**config.mk**
```make
export PLATFORM = sky130hd
export DESIGN_NAME = sha256_block_padder
export DESIGN_NICKNAME = d
export VERILOG_FILES = /design/src/rtl/sha256_block_padder.sv
export SDC_FILE = /design/constraint.sdc
export NUM_CORES = 1
export LEC_CHECK = 0
export BUFFER_PORTS_ARGS = -buffer_cell sky130_fd_sc_hd__buf_2
export CAP_MARGIN = 40
export CORE_ASPECT_RATIO = 1.25
export CORE_MARGIN = 2
export CORE_UTILIZATION = 30
export DETAILED_ROUTE_END_ITERATION = 10
export PLACE_DENSITY = 0.57
export SYNTH_ARGS = -nofsm -noshare
export SYNTH_HDL_FRONTEND = slang
export SYNTH_SLANG_ARGS = --single-unit
```
**constraint.sdc**
```tcl
create_clock -name clk -period 4.1 [get_ports clk]
set_clock_uncertainty 0.05 [all_clocks]
set_input_delay 0.82 -clock clk [delete_from_list [all_inputs] [get_ports clk]]
set_output_delay 0.82 -clock clk [all_outputs]
set_load 0.01 [all_outputs]
```
**src/rtl/sha256_block_padder.sv**
```systemverilog
// Streams message bytes into 512-bit SHA-256 blocks, appending the 0x80
// terminator, zero fill and the 64-bit big-endian message bit length.
module sha256_block_padder #(
    parameter int IN_BYTES = 4,
    parameter int NB_W     = $clog2(IN_BYTES + 1)
) (
    input  logic                  clk,
    input  logic                  rst_n,
    input  logic                  s_valid,
    output logic                  s_ready,
    input  logic [8*IN_BYTES-1:0] s_data,
    input  logic                  s_last,
    input  logic [NB_W-1:0]       s_nbytes,
    output logic                  blk_valid,
    input  logic                  blk_ready,
    output logic [511:0]          blk_data,
    output logic                  blk_first,
    output logic                  blk_last,
    output logic                  busy
);
    localparam int SLOTS = 64 / IN_BYTES;
    localparam int SH    = $clog2(IN_BYTES);

    typedef enum logic [1:0] {FILL, EMIT, PADBLK} state_t;

    state_t                state_q;
    logic [511:0]          buf_q;
    logic [6:0]            idx_q;
    logic [60:0]           cnt_q;
    logic                  first_q;
    logic                  last_q;
    logic                  pend_q;
    logic                  owe_q;
    logic                  busy_q;

    logic [NB_W-1:0]       n_d;
    logic [6:0]            p_d;
    logic [60:0]           cnt_d;
    logic [63:0]           len_d;
    logic [8*IN_BYTES-1:0] din_d;
    logic [511:0]          fill_d;
    logic [511:0]          pad_d;

    always_comb begin
        n_d = NB_W'(IN_BYTES);
        if (s_last && (s_nbytes < NB_W'(IN_BYTES))) begin
            n_d = s_nbytes;
        end
        p_d   = idx_q + 7'(n_d);
        cnt_d = cnt_q + 61'(n_d);
        len_d = {cnt_d, 3'b000};

        // Bytes beyond the valid count of a last beat are forced to zero.
        din_d = '0;
        for (int k = 0; k < IN_BYTES; k++) begin
            din_d[8*(IN_BYTES-1-k) +: 8] = (NB_W'(k) < n_d) ? s_data[8*(IN_BYTES-1-k) +: 8] : 8'h00;
        end

        fill_d = buf_q;
        for (int j = 0; j < SLOTS; j++) begin
            if ((idx_q[5:0] >> SH) == 6'(j)) begin
                fill_d[511-8*IN_BYTES*j -: 8*IN_BYTES] = din_d;
            end
        end
        if (s_last) begin
            for (int b = 0; b < 64; b++) begin
                if (p_d == 7'(b)) begin
                    fill_d[511-8*b -: 8] = 8'h80;
                end
            end
            if (p_d <= 7'd55) begin
                fill_d[63:0] = len_d;
            end
        end

        pad_d          = '0;
        pad_d[511:504] = owe_q ? 8'h80 : 8'h00;
        pad_d[63:0]    = {cnt_q, 3'b000};
    end

    always_ff @(posedge clk or negedge rst_n) begin
        if (!rst_n) begin
            state_q <= FILL;
            buf_q   <= '0;
            idx_q   <= '0;
            cnt_q   <= '0;
            first_q <= 1'b1;
            last_q  <= 1'b0;
            pend_q  <= 1'b0;
            owe_q   <= 1'b0;
            busy_q  <= 1'b0;
        end else begin
            case (state_q)
                FILL: begin
                    if (s_valid) begin
                        buf_q  <= fill_d;
                        cnt_q  <= cnt_d;
                        busy_q <= 1'b1;
                        if (s_last) begin
                            state_q <= EMIT;
                            last_q  <= (p_d <= 7'd55);
                            pend_q  <= (p_d > 7'd55);
                            owe_q   <= (p_d == 7'd64);
                        end else if (idx_q == 7'(64 - IN_BYTES)) begin
                            state_q <= EMIT;
                            last_q  <= 1'b0;
                        end else begin
                            idx_q <= idx_q + 7'(IN_BYTES);
                        end
                    end
                end
                EMIT, PADBLK: begin
                    if (blk_ready) begin
                        if (state_q == EMIT && pend_q) begin
                            // Length did not fit: follow with a dedicated padding block.
                            buf_q   <= pad_d;
                            state_q <= PADBLK;
                            first_q <= 1'b0;
                            last_q  <= 1'b1;
                            pend_q  <= 1'b0;
                            owe_q   <= 1'b0;
                        end else if (last_q) begin
                            state_q <= FILL;
                            buf_q   <= '0;
                            idx_q   <= '0;
                            cnt_q   <= '0;
                            first_q <= 1'b1;
                            last_q  <= 1'b0;
                            pend_q  <= 1'b0;
                            owe_q   <= 1'b0;
                            busy_q  <= 1'b0;
                        end else begin
                            state_q <= FILL;
                            buf_q   <= '0;
                            idx_q   <= '0;
                            first_q <= 1'b0;
                        end
                    end
                end
                default: state_q <= FILL;
            endcase
        end
    end

    assign s_ready   = (state_q == FILL);
    assign blk_valid = (state_q != FILL);
    assign blk_data  = buf_q;
    assign blk_first = first_q;
    assign blk_last  = last_q;
    assign busy      = busy_q;

endmodule

```
==> impl_results.md <==
- Fmax: 276 MHz
- Routed vias: 25.7k
- DRT iter0 DRCs: 2,672
- Slew @ Worst Pin: 1.01 ns
- Detailed Routing Iterations Pass 1: 6
- Worst setup SP type: input port
- Setup TNS: 0 ns
- Sequential share of the synthesized area: 54.1%
- Area growth syn-to-layout: 26.4%
- Row cnt: 123
- Vias in the first global route: 24.8k
- Top_reg_cell synth: dfrtp_1
- Pwr per Cell Area: 632 nW/um^2
- WS Path Type: in2reg
- Synth Warn #: 0
- Relative slew slack: 32.9%
- Reg clk slew, reported paths: 0.07 ns
- CTS buffer count: 58
- Worst EP arrival: 4.16 ns
- Asr flop ratio synth: 100%
- Die Wd: 273 um
- Hold Fails Final Rpt: 0
- Die Y: 340 um
- Core area: 89,700 sq um
- Resized Gates After CTS: 0
- EDFF count, synth: 0
- Filler Cell Count: 9,065
- Max-cap violations: 0
- Max-slew violation count: 0
- Most frequent cells after synthesis: 584 x dfrtp_1, 360 x nand2_1, 239 x o21ai_0, 204 x nor2_1, 185 x a22o_1
- Final setup fails: 0
- P_leak: 0.0166 uW
- CTS max path bufs: 3
- Post-route design area: 34,200 sq um
- Area after DPL: 32,200 sq um
- Final nets: 3,375
- Status: completed
- # port buffers: 556
- Placer Congestion: 0.954
- Fin crit share: 88.3%
- Syn Inst Count: 2,685
- Placed Cells: 4,450
- RSZ-0062 raised after global routing: no
- Overall power: 21,600 uW
- First-pass GRT wire length: 185,000 um
- Initial antenna violation count: 3
- Top cells by area, synth: dfrtp_1 54%, a22o_1 6.0%, nand2_1 5.0%
- Leading area contributor after synthesis: dfrtp_1
- DP Wirelength: 99,200 um
- Total GRT Usage: 27.2%
- Total grt overflow: 0
- WP data required: 4.64 ns
- Syn Area/Cell: 10.1 sq um
- CTS sink count: 585
- Starting density of the core: 30.2%
- Detailed-route wire length per cell: 28.4 um
- Clock latency on the worst-skew pair: 0.65 ns
- Top-area cell type share of the netlist area: 54.0%
- Syn_nets: 2,736
- Hold WC Path Type: in2async
- Top-count cell post-synth: dfrtp_1
- Drt via density: 5.65
- I/O pins: 557
- Post-synth cell types: 92
- Fin crit period: 3.62 ns
- Routed WL: 129,000 um
- Antenna-violating nets left: 0
- CTS tree: built
- Finished Layout Cells: 4,559
- Post-CTS Setup Bufs: 0
- Root Buffer: clkbuf_16
- Die ar.: 92,600 sq um
- Worst setup margin: 0.482 ns
- Yosys reg bits: 585
- Proportion of layout cells with a drive suffix above 1: 26.6%
- Worst Setup End Kind: flip-flop
- Worst slack, placed: -0.0590 ns
- CTS H-tree lvls: 2
- # DRC: 0
- Cts hold-fix bufs: 0
- Maximum VDD drop: 395 uV
- Synth Cell Area: 27,100 sq um
- Critical path peak fanout: 7
- Largest net degree at the start of global routing: 94
-- worst paths after layout --
kind | startpoint | cells after the start | end | slack [ns]
max in group asynchronous | rst_n | 2 | blk_data[214] | 2.76
worst max-delay path | s_nbytes[2] | 12 | blk_data[44] | 0.48
worst min-delay path | rst_n | 1 | blk_data[418] | 0.17
worst min register to register | blk_data[123] | 2 | blk_data[123] | 0.43
worst max register to register | idx_q[2] | 8 | blk_data[488] | 0.57
min in group clk | s_data[16] | 2 | blk_data[400] | 0.38
-- cells by family after synthesis --
family / share of synthesized area [%]
AOI/OAI and AO/OA: 25.9
xor gates and xnor gates: 1.74
adders and majority gates: 0.509
buffers and inverters: 2.89
DFF: 54.1
muxes: 0.0832
other: 0.0139
and+or+nand+nor: 14.7
-- routing by layer --
layer | vias up | track usage (%) | part of all wire, % | wire length, um
li1 | 11300 | - | - | -
met3 | 273 | 7.33 | 8.6 | 11200
met5 | - | 0 | 0.011 | 14
met4 | 2 | 13.0 | 5.2 | 6690
met1 | 13000 | 33.2 | 39 | 50600
met2 | 1191 | 44.3 | 47 | 61000
-- critical path: stages --
cell and delay, ns:
buf_2 0.15, nor2b_1 0.26, inv_1 0.11, buf_4 0.16
ha_1 0.36, o21ai_0 0.18, o21ai_2 0.47, nand3_1 0.41
nor3_1 0.47, nand3_1 0.18, or4_1 0.48, nand4_1 0.09
-- layout by cell type (no fill, tap or decap), types with 17 or more instances in the layout --
cell,instances
a21oi_1,124
o211ai_1,18
o22a_1,29
o2bb2ai_1,108
o21ai_1,53
o31ai_1,31
buf_2,562
nand2_1,360
inv_1,18
a32o_1,37
and2_1,26
nor3_1,54
nand4_1,24
a22oi_1,17
buf_4,172
dfrtp_1,584
o21ai_0,238
clkbuf_16,59
xnor2_1,26
a31oi_1,34
a22o_1,185
o22ai_1,21
nand3_1,69
xor2_1,24
and3_1,28
nor2_1,203
-- state kept, by name (all words and copies together) (netlist names) --
name and flops:
blk_data 512, cnt_q 61, idx_q 5, state_q 2
blk_first 1, blk_last 1, busy 1, owe_q 1
pend_q 1
-- through the flow --
stage	util, %	hold WS [ns]
floorplan	-	0.431
CTS	38.1	0.213
global route	38.1	0.227
global placement	35.8	0.405
finish	38.1	0.174
detailed placement	35.8	0.416
-- cell type report --
| cell class | count | area (sq um) | share of cell area (%) |
|---|---|---|---|
| diodes | 2 | 5.00 | 0.0146 |
| inverters | 19 | 71.3 | 0.209 |
| clock buffers | 71 | 1560 | 4.57 |
| repair buffers | 744 | 4290 | 12.6 |
| flip-flops and latches | 585 | 14600 | 42.8 |
| multi-input cells | 1916 | 11700 | 34.1 |
| clock inverters | 35 | 464 | 1.36 |
| well taps | 1187 | 1490 | 4.34 |
-- power breakdown --
part,internal (uW),switching [uW],total [uW],leakage (uW)
Sequential,6560,624,7180,0.00807
Combinational,2540,6050,8590,0.00759
Clock,3350,2500,5840,0.000988
Total,12400,9170,21600,0.0166
Power figures use the tool's default switching activity.
